===== config.mk =====
export PLATFORM = sky130hd
export DESIGN_NAME = commut_reg_bank
export DESIGN_NICKNAME = d
export VERILOG_FILES = /design/src/rtl/commut_pkg.sv /design/src/rtl/commut_slot.sv /design/src/rtl/commut_reg_bank.sv
export SDC_FILE = /design/constraint.sdc
export NUM_CORES = 1
export LEC_CHECK = 0
export ABC_AREA = 0
export CORE_MARGIN = 1
export CORE_UTILIZATION = 55
export DETAILED_ROUTE_END_ITERATION = 7
export HOLD_SLACK_MARGIN = 0.03
export PLACE_DENSITY = 0.85
export SYNTH_ARGS = -nofsm -noshare
export SYNTH_HDL_FRONTEND = slang
export SYNTH_SLANG_ARGS = --single-unit

===== constraint.sdc =====
create_clock -name clk -period 7.1 [get_ports clk]
set_input_delay 2.13 -clock clk [delete_from_list [all_inputs] [get_ports clk]]
set_output_delay 2.13 -clock clk [all_outputs]
set_load 0.01 [all_outputs]

===== src/rtl/commut_pkg.sv =====
`default_nettype none
// ============================================================================
// Module      : commut_pkg
// Description : Shared defaults, sequencer state type and modular-add helper
//               for the commutator register bank.
// Revision    : 1.0 - initial release
// ============================================================================
package commut_pkg;

    localparam int c_WIDTH_DEFAULT    = 3;
    localparam int c_CHANNELS_DEFAULT = 3;
    localparam int c_SOURCES_DEFAULT  = 5;

    // Auto-scan sequencer states
    typedef enum logic [1:0] {
        IDLE = 2'd0,
        SCAN = 2'd1,
        DONE = 2'd2
    } seq_state_t;

    // (a + b) mod m; callers truncate the result to their own index width
    function automatic int unsigned mod_add(input int unsigned a,
                                            input int unsigned b,
                                            input int unsigned m);
        return (a + b) % m;
    endfunction

endpackage : commut_pkg
`default_nettype wire


===== src/rtl/commut_slot.sv =====
`default_nettype none
// ============================================================================
// Module      : commut_slot
// Description : One output slot: a WIDTH-bit data register plus a sticky
//               "loaded since reset" flag.
// Revision    : 1.0 - initial release
// ============================================================================
module commut_slot #(
    parameter int WIDTH = 3
) (
    input  logic             clk,
    input  logic             rst_n,
    input  logic             i_load,
    input  logic [WIDTH-1:0] i_data,
    output logic [WIDTH-1:0] o_data,
    output logic             o_valid
);

    logic [WIDTH-1:0] r_data;
    logic             r_valid;

    // Capture the word on a load; the valid flag stays set until reset
    always_ff @(posedge clk) begin
        if (!rst_n) begin
            r_data  <= '0;
            r_valid <= 1'b0;
        end else if (i_load) begin
            r_data  <= i_data;
            r_valid <= 1'b1;
        end
    end

    assign o_data  = r_data;
    assign o_valid = r_valid;

endmodule : commut_slot
`default_nettype wire


===== src/rtl/commut_reg_bank.sv =====
`default_nettype none
// ============================================================================
// Module      : commut_reg_bank
// Description : CHANNELS-slot register bank fed from SOURCES lanes, loaded by
//               per-slot manual enables or by a rotating auto-scan sequencer.
// Revision    : 1.0 - initial release
// ============================================================================
module commut_reg_bank
    import commut_pkg::*;
#(
    parameter int WIDTH    = c_WIDTH_DEFAULT,
    parameter int CHANNELS = c_CHANNELS_DEFAULT,
    parameter int SOURCES  = c_SOURCES_DEFAULT,
    parameter int SEL_W    = $clog2(SOURCES)
) (
    input  logic                      clk,
    input  logic                      rst_n,
    input  logic [SOURCES*WIDTH-1:0]  src_data,
    input  logic [CHANNELS-1:0]       load_en,
    input  logic [CHANNELS*SEL_W-1:0] load_sel,
    input  logic                      mode,
    input  logic                      scan_start,
    output logic [CHANNELS*WIDTH-1:0] out,
    output logic [CHANNELS-1:0]       out_valid,
    output logic                      scan_busy,
    output logic                      scan_done,
    output logic                      sel_err
);

    localparam int                 c_IDX_W     = (CHANNELS > 1) ? $clog2(CHANNELS) : 1;
    localparam logic [c_IDX_W-1:0] c_LAST_IDX  = c_IDX_W'(CHANNELS - 1);
    // One extra bit so the range check also works when SOURCES == 2**SEL_W
    localparam logic [SEL_W:0]     c_SRC_LIMIT = (SEL_W + 1)'(SOURCES);

    seq_state_t          r_state;
    seq_state_t          w_state_nxt;
    logic [SEL_W-1:0]    r_base;
    logic [SEL_W-1:0]    w_base_nxt;
    logic [c_IDX_W-1:0]  r_idx;
    logic [c_IDX_W-1:0]  w_idx_nxt;
    logic                r_sel_err;
    logic                w_scan_go;
    logic                w_manual_ok;
    logic [SEL_W-1:0]    w_scan_src;
    logic [CHANNELS-1:0] w_sel_bad;

    // Select lane 'sel' from the packed source bus; out-of-range gives zero
    function automatic logic [WIDTH-1:0] lane_pick(input logic [SOURCES*WIDTH-1:0] bus,
                                                   input logic [SEL_W-1:0]         sel);
        logic [WIDTH-1:0] w_pick;
        w_pick = '0;
        for (int i = 0; i < SOURCES; i++) begin
            if (sel == SEL_W'(i)) begin
                w_pick = bus[i*WIDTH +: WIDTH];
            end
        end
        return w_pick;
    endfunction

    // A scan start is only honoured from IDLE with auto mode; it wins over
    // any manual request in the same cycle.
    assign w_scan_go   = (r_state == IDLE) && mode && scan_start;
    assign w_manual_ok = (r_state == IDLE) && !w_scan_go;
    assign w_scan_src  = SEL_W'(mod_add(32'(r_base), 32'(r_idx), SOURCES));

    generate
        for (genvar k = 0; k < CHANNELS; k++) begin : g_slot
            logic [SEL_W-1:0] w_sel;
            logic             w_in_range;
            logic             w_man_ld;
            logic             w_scan_ld;
            logic [WIDTH-1:0] w_data;

            assign w_sel      = load_sel[k*SEL_W +: SEL_W];
            assign w_in_range = ({1'b0, w_sel} < c_SRC_LIMIT);
            assign w_man_ld   = w_manual_ok && load_en[k] && w_in_range;
            assign w_scan_ld  = (r_state == SCAN) && (r_idx == c_IDX_W'(k));
            assign w_sel_bad[k] = w_manual_ok && load_en[k] && !w_in_range;
            assign w_data     = w_scan_ld ? lane_pick(src_data, w_scan_src)
                                          : lane_pick(src_data, w_sel);

            commut_slot #(
                .WIDTH (WIDTH)
            ) u_slot (
                .clk     (clk),
                .rst_n   (rst_n),
                .i_load  (w_man_ld || w_scan_ld),
                .i_data  (w_data),
                .o_data  (out[k*WIDTH +: WIDTH]),
                .o_valid (out_valid[k])
            );
        end
    endgenerate

    // Sequencer next-state: walk idx across the slots, then rotate base
    always_comb begin
        w_state_nxt = r_state;
        w_idx_nxt   = r_idx;
        w_base_nxt  = r_base;
        case (r_state)
            IDLE: begin
                if (w_scan_go) begin
                    w_state_nxt = SCAN;
                    w_idx_nxt   = '0;
                end
            end
            SCAN: begin
                if (r_idx == c_LAST_IDX) begin
                    w_state_nxt = DONE;
                    w_idx_nxt   = '0;
                end else begin
                    w_idx_nxt = c_IDX_W'(mod_add(32'(r_idx), 32'd1, CHANNELS));
                end
            end
            DONE: begin
                w_base_nxt  = SEL_W'(mod_add(32'(r_base), 32'd1, SOURCES));
                w_state_nxt = IDLE;
            end
            default: begin
                w_state_nxt = IDLE;
                w_idx_nxt   = '0;
            end
        endcase
    end

    // Sequencer, counters and the sticky select-error flag
    always_ff @(posedge clk) begin
        if (!rst_n) begin
            r_state   <= IDLE;
            r_idx     <= '0;
            r_base    <= '0;
            r_sel_err <= 1'b0;
        end else begin
            r_state   <= w_state_nxt;
            r_idx     <= w_idx_nxt;
            r_base    <= w_base_nxt;
            r_sel_err <= r_sel_err || (|w_sel_bad);
        end
    end

    assign scan_busy = (r_state == SCAN);
    assign scan_done = (r_state == DONE);
    assign sel_err   = r_sel_err;

endmodule : commut_reg_bank
`default_nettype wire


# Yosys cells after proc, flatten, opt, wreduce, memory -nomap -nowiden
# Index checks and enable logic that the tools add are counted.
op_classes:
  addsub: 3
  multipliers: 0
  div: 3
  magnitude_cmp: 3
  eq_ne: 22
  shifts: 0
  muxes: 29
  bitwise_logic: 1
  reduce_logical: 32
op_table:
  columns: ["cell", "n"]
  rows:
  - ["$mux W3", 23]
  - ["$mod A32 B3 Y32 const B", 2]
  - ["$mod A32 B2 Y32 const B", 1]
  - ["$eq A3 B2 Y1 const B", 8]
  - ["$logic_and A1 B1 Y1", 15]
  - ["$eq A3 B1 Y1 const B", 4]
  - ["$eq A3 B3 Y1 const B", 4]
  - ["$logic_not A3 Y1", 4]
  - ["$lt A3 B3 Y1 const B", 3]
  - ["$mux W2", 4]
  - ["$pmux W2 S3", 1]
  - ["$add A3 B1 Y4 const B", 1]
  - ["$add A3 B2 Y4", 1]
  - ["$eq A2 B1 Y1 const B", 2]
  - ["$eq A2 B2 Y1 const B", 2]
  - ["$logic_not A1 Y1", 4]
  - ["$logic_not A2 Y1", 2]
  - ["$logic_or A1 B1 Y1", 4]
  - ["$pmux W2 S2", 1]
  - ["$reduce_and A2 Y1", 2]
  - ["$add A2 B1 Y3 const B", 1]
  - ["$reduce_or A3 Y1", 1]
  - ["$ne A2 B1 Y1 const B", 1]
  - ["$ne A2 B2 Y1 const B", 1]
  - ["$not A1 Y1", 1]
totals:
  regBits: 20
  latch_bits: 0
  ram_bits: 0
  mem_bits_ro: 0
  output_inout_bits: 15
  elab_cells: 103
  mem_count: 0

# Depth between registers and ports, before layout
logic_depth:
  ltp_word: 9
  ltp_mapped: 16

# Cells and area by module
# A second synthesis with hierarchy kept.
unflattened:
  cells_unflattened: 255
  hier_area_um2: 2042.0
modules_own_cells:
  columns: ["mod", "instances", "cells_per_inst", "area_each_um2", "seq_area_each_um2"]
  rows:
  - ["commut_reg_bank", 1, 222, 1632.8, 160.2]
  - ["commut_slot", 3, 11, 136.4, 80.1]

# Worst setup path before layout
# No wires, ideal clock.
synth_timing:
  path_kind: "input port to flip-flop"
  from: "input port load_sel[3]"
  to: "register g_slot[1].u_slot.r_data[2]"
  arrival_ns: 3.381
  required_ns: 6.972
  path_slack_ns: 3.591
  stages: 7
  n_path_buf: 1
  path_cell_list: "clkbuf_1 > mux4_2 > nor2b_1 > a31oi_1 > o21ai_0 > nand2_1 > o31ai_1"
synth_via:
  elab_chain_len: 7
  word_cells_on_any_way: 14
  classes_between: "1 x order compare; 4 x eq/ne; 6 x mux; 3 x reduce/logical"
synth_lines:
  columns: ["item", "line", "rtl"]
  rows:
  - ["start: declaration", "commut_reg_bank.sv:20", "input logic [CHANNELS*SEL_W-1:0] load_sel,"]
  - ["$logic_not A3 Y1", "commut_reg_bank.sv:53", "if (sel == SEL_W'(i)) begin"]
  - ["$mux W3 (5 in series)", "commut_reg_bank.sv:53", null]
  - ["$mux W3", "commut_reg_bank.sv:79", "assign w_data = w_scan_ld ? lane_pick(src_data, w_scan_src)"]
  - ["end signal: assignment", "commut_slot.sv:28", "r_data <= i_data;"]
  - ["end: declaration", "commut_slot.sv:19", "logic [WIDTH-1:0] r_data;"]
# Parallel ways exist; a longest one is shown, timed or not.
# A chain may end at the register's enable or synchronous reset.

# Worst setup path after layout
layout_timing:
  from: "register r_base[0]"
  to: "register g_slot[1].u_slot.r_data[2]"
layout_via:
  elab_chain_len: 9
  word_cells_on_any_way: 13
  classes_between: "1 x add/sub; 1 x div; 4 x eq/ne; 6 x mux; 1 x reduce/logical"
layout_lines:
  columns: ["item", "line", "rtl"]
  rows:
  - ["start: declaration", "commut_reg_bank.sv:37", "logic [SEL_W-1:0] r_base;"]
  - ["start signal: assignment", "commut_reg_bank.sv:136", "r_base <= w_base_nxt;"]
  - ["$add A3 B2 Y4 *", "commut_pkg.sv:25", "return (a + b) % m;"]
  - ["$mod A32 B3 Y32 *", "commut_pkg.sv:25", null]
  - ["$logic_not A3 Y1", "commut_reg_bank.sv:53", null]
  - ["$mux W3 (4 in series)", "commut_reg_bank.sv:53", null]
  - ["$mux W3 *", "commut_reg_bank.sv:53", null]
  - ["$mux W3 *", "commut_reg_bank.sv:79", null]
# Every way passes the cells marked *; elsewhere a longest branch is shown, timed or not.

==> results.txt <==
Worst-path clk slew -> 0.08 ns
CTS Buf Count -> 3
Top cells by count, synth -> 28 x nand2_1, 26 x o21ai_0, 20 x dfxtp_1
Antenna cells -> 0
Lkg Pwr -> 1.04 nW
Core ar. -> 3800 µm²
DRT iter0 DRCs -> 257
Hold buffers post-CTS -> 0
Max Fclk -> 246 MHz
First-pass GRT wire length -> 9.81 mm
# setup viols final -> 0
Final period util -> 0.572
Post-synth ARST share -> 0
Most frequent cell after synthesis -> nand2_1
Yosys warnings -> 0
Share of cells above drive strength 1 -> 0.0708
VDD IR max -> 0.110 mV
Global Route Usage Sum -> 0.288
Placed insts -> 369
Average size of a mapped cell -> 7.69 µm²
# clock sinks -> 20
Seq/Total Area, Yosys -> 0.177
Req. time, crit path -> 7.28 ns
Minimum clock period after layout -> 4.06 ns
Mapped Nets -> 341
GRT overflow -> 0
Fin nets -> 372
Post-Synthesis Cells -> 295
Post-DP HPWL -> 4.59 mm
Rel. slew slack -> 0.498
CP Capture Type -> flop
Routed WL -> 6.14 mm
Setup TNS -> 0 ns
Initial antenna violation count -> 0
Pwr Density -> 133 nW/µm²
Mapped cell area -> 2270 µm²
Slew Limit Fails -> 0
Drt first pass iters -> 5
Top cell type by total area after synthesis -> dfxtp_1
TritonCTS clock tree -> yes
IO buf count -> 45
Tightest hold margin -> 0.467 ns
Max Root-Sink Buffers -> 2
Vias per cell -> 6.46
Setup Skew -> 0.00499 ns
Clk Latency, worst-skew pair -> 0.26 ns
Worst Path Max Fanout -> 10
Largest net degree at the start of global routing -> 23
Die height -> 66.2 µm
H-tree depth -> 1
Via count -> 2408
Worst-margin pin slew -> 0.748 ns
Pre-CTS setup slack -> 2.95 ns
Post-CTS setup buffers -> 0
Hold Vio Cnt, Final -> 0
Quantity of gates resized following cts -> 0
Die X -> 66.2 µm
Routability congestion estimate from global placement -> 0.901
Final std cells w/o fill -> 373
Root buffer cell -> clkbuf_8
Starting Density -> 0.597
Max-Cap Viols -> 0
Drt wl/cell -> 16.4 µm
Hold WC Path Type -> flop to flop
Fin worst setup slack -> 3.04 ns
Row Count -> 22
CP startpoint kind -> flop
Residual DRC count -> 0
Number of global-route vias before repair -> 2142
Library cells used by synthesis -> 61
Die area -> 4390 µm²
IO Count -> 46
Post-synth EDFFs -> 0
Most common flop cell mapped by yosys -> dfxtp_1
Crit Path Class -> flop to flop
Power, Total -> 0.000359 W
Status -> finished, final reports clean
Unrepaired setup endpoints after global routing -> false
Dominant cells by area after synthesis -> dfxtp_1 18%, ha_1 7.7%, o21ai_0 5.7%, nand2_1 4.6%, mux4_2 4.0%
Area grow syn2layout -> 19.5%
Final antenna-violating net count -> 0
Yosys reg bits -> 20
CP arrival -> 4.24 ns
Synth top area share -> 0.177
[layout by cell type, fill, tap and decap left out, drive strengths merged, types with 2 or more instances in the layout]
cell type	netlist	layout
mux2	2	2
o41ai	2	2
nand2	28	28
a21boi	5	5
o211ai	2	2
and2	3	3
and2b	2	2
nor3	8	8
o31ai	8	8
nor3b	4	4
ha	14	14
inv	18	18
mux4	4	4
o311ai	2	2
a211oi	5	5
clkdlybuf4s50	0	45
dfxtp	20	20
nand4	2	2
nand2b	4	4
a21oi	14	14
nor2	15	15
a22oi	8	8
o21ai	30	30
or3	2	2
nand3	15	15
a32o	2	2
mux2i	5	5
clkbuf	8	3
a31oi	10	10
xnor2	4	4
o22a	6	6
nor2b	14	14
a21o	2	2
[power breakdown]
group	switching [W]	internal (W)
clock network	0.0000400	0.0000753
registers	0.00000422	0.000119
logic	0.0000623	0.0000585
total	0.000106	0.000253
[final timing paths]
path | start | to | slack [ns] | cells after the start
setup / recovery | r_base[0] | g_slot[1].u_slot.o_data[2] | 3.04 | 13
hold / removal | r_state[1] | r_state[0] | 0.47 | 1
setup reg to reg | r_base[0] | g_slot[1].u_slot.o_data[2] | 3.04 | 13
hold reg to reg | r_state[1] | r_state[0] | 0.47 | 1
[layout make-up]
type	instances	area [µm²]
inverters	19	71.3
multi-input cells	237	1660
clock buffers	3	41.3
fillers	329	1090
flip-flops and latches	20	400
repair buffers	45	450
well taps	48	60.1
clock inverters	1	30.0
[registers in the layout, summed over array words and instances (netlist names)]
signal and count:
g_slot.u_slot.o_data 9, sel_err 1, r_idx 2, g_slot.u_slot.o_valid 3
r_state 2, r_base 3
[routing by layer]
metal  vias to the layer above  global-route usage  routed length, µm
li1                       1152                   -                  -
met1                      1107               0.402               2740
met2                       131               0.458               2680
met3                        18              0.0569                594
met4                         0              0.0585                116
met5                         -                   0                  0
[worst max-delay path: stages (launching register included)]
cell,delay (ns)
dfxtp_1,0.43
ha_1,0.22
inv_1,0.06
fa_1,0.71
a21oi_1,0.18
nor2_2,0.38
ha_1,0.35
nand2b_1,0.10
nand2_1,0.14
o22a_1,0.40
o21ai_0,0.23
o311ai_1,0.31
a22oi_1,0.20
o31ai_1,0.27
[per-stage QoR]
| step | utilization | area (µm²) |
|---|---|---|
| 4_1_cts | 0.713 | 2710 |
| 3_5_place_dp | 0.695 | 2640 |
| 2_1_floorplan | - | 2270 |
| 3_3_place_gp | 0.695 | 2640 |
| 6_report | 0.713 | 2710 |
| 5_1_grt | 0.713 | 2710 |
[kinds of logic after synthesis]
family,synth area share
AOI/OAI and AO/OA,0.328
xor gates and xnor gates,0.0188
adders and majority gates,0.0860
buffers and inverters,0.0932
DFF,0.177
muxes,0.0734
and+or+nand+nor,0.224
No activity file was read; power rests on OpenSTA's default activity.
==> patch (same flow settings) <==
Change the package constant `c_CHANNELS_DEFAULT` from 3 to 2.
--- a/src/rtl/commut_pkg.sv
+++ b/src/rtl/commut_pkg.sv
@@ -9,5 +9,5 @@
 
     localparam int c_WIDTH_DEFAULT    = 3;
-    localparam int c_CHANNELS_DEFAULT = 3;
+    localparam int c_CHANNELS_DEFAULT = 2;
     localparam int c_SOURCES_DEFAULT  = 5;
 
Interface: changed (resized load_en, load_sel, out and out_valid); port bits go from 46 to 38. No check against the original RTL was run, so the function may have changed too.
==> patch against the original RTL <==
Cell area decreased by 25%. Global-route usage increased by 2.0 points. Worst setup slack improved by 190 ps. Synthesized cell count decreased by 32%. Sequential cell count decreased by 5. Power decreased by 37%. Die area decreased by 27%. Count of clock-buffer cells in the layout unchanged. Wire length decreased by 26%. Area after synthesis decreased by 28%. Clock skew decreased by 3.1 ps. Critical endpoint is now scan_done.
==> patch: results (changes against the original RTL) <==
status:
  status: "finished clean"
route:
  initialDrtViolationCount: 92  # -64%
  route.met3.wl_um: 401  # -32%
  wirelength_met1_mm: 1.94  # -29%
logic_synthesis:
  synth_common_cells: "17 x nor2_1, 16 x nand2_1, 16 x o21ai_0, 15 x dfxtp_1, 14 x inv_1"
  synth.top_cells.by_area: "dfxtp_1 18%, ha_1 8.4%, mux4_2 8.3%, o21ai_0 4.9%, mux2i_1 4.3%"
  syn_nets: 238  # -30%
  syn-instance-count: 200  # -32%
  muxShareOfSynthArea_pct: 15.3  # +8.0 points
pwr:
  ir_drop_v: 0.000167  # +52%
  power.leakage_nw: 0.772  # -25%
setup_path:
  cp_data_arrival_time_ps: 1740  # -2500 ps
  critPathLaunch: "r_state[1]$_SDFFE_PN0P_"
  reg2reg_to: "g_slot[1].u_slot.o_data[0]$_SDFFE_PN0P_"
  cp_max_fo: 7  # -3
  reg2reg_slack_ps: 3710  # +670 ps
global_routing:
  grt_pass1_vias: 1652  # -23%
final_layout:
  layout.cells.non_filler: 266  # -29%
  drive_above_1_share_pct: 8.51  # +1.4 points
clocking:
  clk_latency_ps: 290  # +30 ps
  cts-root-buf: "clkbuf_4"
place:
  place_area_sq_um: 1990  # -24%
  place_ws_ps: 3010  # +67.2 ps
  post-dp-hpwl_mm: 3.65  # -21%
sta:
  min_period_ps: 3870  # -193 ps
hold_path:
  min_from: "g_slot[0].u_slot.o_valid$_SDFFE_PN0P_"
  hold_end: "g_slot[0].u_slot.o_valid$_SDFFE_PN0P_"
  hold_depth: 2  # +1
## patch: changes by cell type in the layout (fill, tap and decap cells not counted), sizes merged, moves of 6 or more
cell / change
nor2b: -8
o31ai: -8
a22oi: -8
clkdlybuf4s50: -8
o21ai: -12
nor3: -6
a21oi: -11
nand2: -12
## patch: final cells by class
class                   count  area, sq um
flip-flops and latches     15          300
multi-input cells         165         1230
fillers                   229          759
repair buffers             37          370
clock inverters             1         5.00
well taps                  31         38.8
inverters                  14         52.6
clock buffers               3         22.5
## patch: power by group through the flow
stage	logic, mW	registers [mW]	clock network, mW
3_5_place_dp	0.0838	0.0950	0
5_1_grt	0.0931	0.0937	0.0552
4_1_cts	0.0844	0.0931	0.0502
3_3_place_gp	0.0817	0.0948	0
6_report	0.0856	0.0931	0.0492
2_1_floorplan	0.0458	0.0955	0
## patch: logic make-up (layout without fill, tap and decap cells)
logic type,count (synthesis),after routing
AO/OA/AOI/OAI,63,63
flip-flops,15,15
buffers and inverters,20,55
adder cells (fa/ha/maj),11,11
multiplexers,16,16
XOR/XNOR,4,4
AND/OR/NAND/NOR,71,71
## patch: layer usage
layer | GRT usage (%) | vias to the layer above
met5 | 0 | -
met4 | 9.76 | 0
met1 | 40.9 | 816
li1 | - | 827
met3 | 7.37 | 15
met2 | 49.2 | 83
## patch: critical path, stage by stage (launching register included)
cell and delay, ps:
dfxtp_1 450, nor2b_1 390, clkdlybuf4s50_1 610
